## src/rtl/ram_wb_port.sv

```systemverilog
// ram_wb_port: Wishbone-classic slave driving a single-port synchronous RAM macro
// (EN, WE[3:0], Di, Do, A; one-cycle read latency).
// Writes are acknowledged one cycle after the request and take two cycles per transfer.
// Reads are acknowledged two cycles after the request and take three cycles per transfer.
// Optional feature macro: RAM_INIT_EN. When it is defined, the RAM is filled with
// INIT_VAL after reset, one word per cycle, and busy_o is high while this runs.
module ram_wb_port #(
    parameter int          AW       = 12,
    parameter logic [31:0] INIT_VAL = 32'h0000_0000
) (
    input  logic          CLK,
    input  logic          RST,
    input  logic          wb_cyc_i,
    input  logic          wb_stb_i,
    input  logic          wb_we_i,
    input  logic [3:0]    wb_sel_i,
    input  logic [AW+1:0] wb_adr_i,
    input  logic [31:0]   wb_dat_i,
    output logic [31:0]   wb_dat_o,
    output logic          wb_ack_o,
    output logic          busy_o,
    output logic          ram_en_o,
    output logic [3:0]    ram_we_o,
    output logic [31:0]   ram_di_o,
    output logic [AW-1:0] ram_a_o,
    input  logic [31:0]   ram_do_i
);

    typedef enum logic [2:0] {
        IDLE,
        WR_ACK,
        RD_WAIT,
        RD_ACK
`ifdef RAM_INIT_EN
        , INIT
`endif
    } state_t;

`ifdef RAM_INIT_EN
    localparam state_t RESET_STATE = INIT;
`else
    localparam state_t RESET_STATE = IDLE;
`endif

    state_t      state_q, state_d;
    logic [31:0] dat_q, dat_d;
    logic        abort_q, abort_d;
    logic        req;

    // The byte-offset bits of the address carry no information for a word RAM.
    logic [1:0]  unused_adr_lsb;
    assign unused_adr_lsb = wb_adr_i[1:0];

`ifdef RAM_INIT_EN
    logic [AW-1:0] cnt_q, cnt_d;
`else
    logic [31:0]   unused_init_val;
    assign unused_init_val = INIT_VAL;
`endif

    // A request is only accepted while idle; every other state is busy with a transfer.
    assign req = wb_cyc_i & wb_stb_i & (state_q == IDLE);

    // Next-state logic for the transfer sequencer.
    always_comb begin
        state_d = state_q;
        case (state_q)
            IDLE:    if (req) state_d = wb_we_i ? WR_ACK : RD_WAIT;
            WR_ACK:  state_d = IDLE;
            RD_WAIT: state_d = RD_ACK;
            RD_ACK:  state_d = IDLE;
`ifdef RAM_INIT_EN
            INIT:    if (cnt_q == '1) state_d = IDLE;
`endif
            default: state_d = IDLE;
        endcase
    end

    // Read data is captured the cycle the RAM presents it; an abort is remembered so
    // that the following ack cycle stays silent even if cyc comes back.
    always_comb begin
        dat_d   = (state_q == RD_WAIT) ? ram_do_i : dat_q;
        abort_d = (state_q == RD_WAIT) & ~wb_cyc_i;
`ifdef RAM_INIT_EN
        cnt_d   = (state_q == INIT) ? cnt_q + 1'b1 : cnt_q;
`endif
    end

    // RAM strobes are combinational from the bus; the init engine overrides them.
    always_comb begin
        ram_en_o = req;
        ram_we_o = (req && wb_we_i) ? wb_sel_i : 4'h0;
        ram_di_o = wb_dat_i;
        ram_a_o  = wb_adr_i[AW+1:2];
`ifdef RAM_INIT_EN
        if (state_q == INIT) begin
            ram_en_o = 1'b1;
            ram_we_o = 4'hF;
            ram_di_o = INIT_VAL;
            ram_a_o  = cnt_q;
        end
`endif
    end

    // State, read-data and abort registers with synchronous reset.
    always_ff @(posedge CLK) begin
        if (RST) begin
            state_q <= RESET_STATE;
            dat_q   <= 32'h0;
            abort_q <= 1'b0;
`ifdef RAM_INIT_EN
            cnt_q   <= '0;
`endif
        end else begin
            state_q <= state_d;
            dat_q   <= dat_d;
            abort_q <= abort_d;
`ifdef RAM_INIT_EN
            cnt_q   <= cnt_d;
`endif
        end
    end

    // Ack is gated by cyc so a master that has left the cycle never sees a late ack.
    assign wb_ack_o = wb_cyc_i & ((state_q == WR_ACK) | ((state_q == RD_ACK) & ~abort_q));
    assign wb_dat_o = dat_q;

`ifdef RAM_INIT_EN
    assign busy_o = (state_q == INIT);
`else
    assign busy_o = 1'b0;
`endif

endmodule

```

## config.mk

```make
export PLATFORM = sky130hd
export DESIGN_NAME = ram_wb_port
export DESIGN_NICKNAME = d
export VERILOG_FILES = /design/src/rtl/ram_wb_port.sv
export SDC_FILE = /design/constraint.sdc
export NUM_CORES = 1
export LEC_CHECK = 0
export CAP_MARGIN = 20
export CORE_MARGIN = 2
export CORE_UTILIZATION = 31
export CTS_CLUSTER_DIAMETER = 200
export DETAILED_ROUTE_END_ITERATION = 10
export PLACE_DENSITY = 0.86
export SLEW_MARGIN = 20
export SYNTH_ARGS = -nofsm -noshare
export SYNTH_HDL_FRONTEND = slang
export SYNTH_SLANG_ARGS = --single-unit
```

## constraint.sdc

```tcl
create_clock -name CLK -period 2.1 [get_ports CLK]
set_input_delay 0.21 -clock CLK [delete_from_list [all_inputs] [get_ports CLK]]
set_output_delay 0.21 -clock CLK [all_outputs]
set_load 0.01 [all_outputs]
```

==> metrics <==
status finished clean; worst hold path class in -> out; GR Util All Layers 0.126; Fin. Hold Viols 0; setup_tns 0 ps; total power 1.40 mW; Ys Warns 0; largest net degree at the start of global routing 35; Tcrit/Tclk final 0.871; Clock Path Buffers 2; CP Class in -> out; sequential element share of the synthesized area 0.427; WP data required 1890 ps; CTS Buf Count 5; first-pass detailed-route iteration total 4; commonest non-fill, non-tap cell in the layout clkdlybuf4s50_1; fin util 0.438; Initial Utilization 0.321; antenna diode count 0; TritonCTS clock tree built; post-synth cell types 14; total grt overflow 0; clock skew about 1.9 ps; Switching Share 0.228; drt total wl 3.68 mm; die area just under 6000 sq um; Crit. End Element primary output; final setup fails 0; Final ANT Viol Nets 0; share of cells above drive strength 1 0.0747; Sw Pwr approximately 0.32 mW; VDD IR max 0.000359 V; CP Max Fanout 2; # rows 26; Max Cap Viol 0; Die Y ~77 microns; global-route wire length before repair approximately 5.9 mm; internal power approximately 1.1 mW; Core Box Area 5110 sq um; Mean Syn Cell Area ~8 sq um; post-DR wirelength/cell 11.8 microns; syn_nets 292; Fmax achieved roughly 550 MHz; Die Wd 76.8 microns; routed vias approximately 1400; antenna violations before repair 0; Via density about 4.4; Synth Cell Area around 1600 sq um; Gate Count Post-Synth 205; Placed Area around 2100 sq um; vias in the first global route between 1000 and 1500; Clock Sinks 35; crit start category input pin; Seq pwr share 0.502; I/O Buffers 78; Seq cells post-synth 35; Logic pwr share 0.156; Design Area, Final 2230 sq um; cell area power density approximately 630 nW/um^2; synth-to-layout area growth 36.1%; FILL cells ~520; Post-DP HPWL between 2 and 3 mm; I/O Pins between 150 and 200; RSZ-0062 raised after global routing no; Slew Viols, Final 0; Final min period ~1800 ps; final net count about 330; RePlAce Congestion between 0.6 and 0.7; Leak between 0.8 and 0.9 nW; Post-route DRC 0; htree depth 2; Worst EP arrival 1620 ps; First DRT Iteration DRCs 29; Clock power frac 0.342; latest clock arrival within the worst-skew pair 280 ps; CTS root buf clkbuf_8; commonest non-fill, non-tap cells in the layout clkdlybuf4s50_1, nand2_1, dfxtp_1
==> layer usage <==
layer	GRT usage	share of wire	up-vias
li1	-	-	670
met1	0.123	0.39	594
met2	0.219	0.47	71
met3	0.0529	0.10	22
met4	0.0782	0.035	0
met5	0	0	-
==> kinds of logic after synthesis <==
kind of cell	after synthesis	share of synthesized area
other cells	1	0.00228
simple gates	77	0.195
flops	35	0.427
buf+inv	57	0.265
compound gates	35	0.111
==> synth_stat cells <==
master    number  area [sq um]
a21oi_1       33           165
a31oi_1        1          6.26
and2_1         4          25.0
buf_4         47           353
buf_6          6          67.6
clkbuf_1       4          15.0
conb_1         1          3.75
dfxtp_1       35           701
nand2_1       66           248
nand2b_1       1          6.26
nor2b_1        1          6.26
nor3_1         4          20.0
nor4b_2        1          15.0
o21ba_2        1          10.0
==> power by group through the flow <==
stage | Sequential [mW] | Clock (mW) | Combinational, mW
2_1_floorplan | 0.727 | 0 | 0.161
3_3_place_gp | 0.717 | 0 | 0.216
3_5_place_dp | 0.718 | 0 | 0.220
4_1_cts | 0.703 | 0.506 | 0.221
5_1_grt | 0.706 | 0.527 | 0.238
6_report | 0.703 | 0.479 | 0.218
==> timing repair <==
item,in CTS,in global routing
hold buffers,0,0
setup buffers,0,0
gates resized for setup,0,4
endpoints found under the setup margin,0,4
==> worst paths after layout <==
| kind | startpoint | end | slack (ps) | cells past startpoint |
|---|---|---|---|---|
| worst max-delay path | wb_cyc_i | ram_en_o | 270 | 5 |
| worst max register to register | state_q[1] | wb_dat_o[29] | 930 | 4 |
| worst min register to register | wb_dat_o[1] | wb_dat_o[1] | 450 | 2 |
| worst min-delay path | wb_adr_i[12] | ram_a_o[10] | 420 | 0 |
==> layout make-up <==
type	instances	area, sq um	share of cell area
Clock buffer	6	82.6	0.0370
Tap cell	70	87.6	0.0392
Timing Repair Buffer	86	851	0.381
Clock inverter	1	5.00	0.00224
Sequential cell	35	701	0.314
Multi-Input combinational cell	113	508	0.227
==> critical path, stage by stage <==
cell,delay [ps]
clkdlybuf4s50_1,480
nand2_1,80
buf_4,140
nor3_1,140
clkdlybuf4s50_1,570
==> state kept, by name, indices dropped and copies added (netlist names) <==
signal,cells
wb_dat_o,32
state_q,2
abort_q,1
==> through the flow <==
step                hold WS (ps)  cells  setup slack (ps)
global placement             420    304              69.4
floorplan                    288    205              1030
finish                       420    311               271
CTS                          420    311              46.3
global route                 420    311               203
detailed placement           420    304              46.9
(Power assumes the default switching activity.)
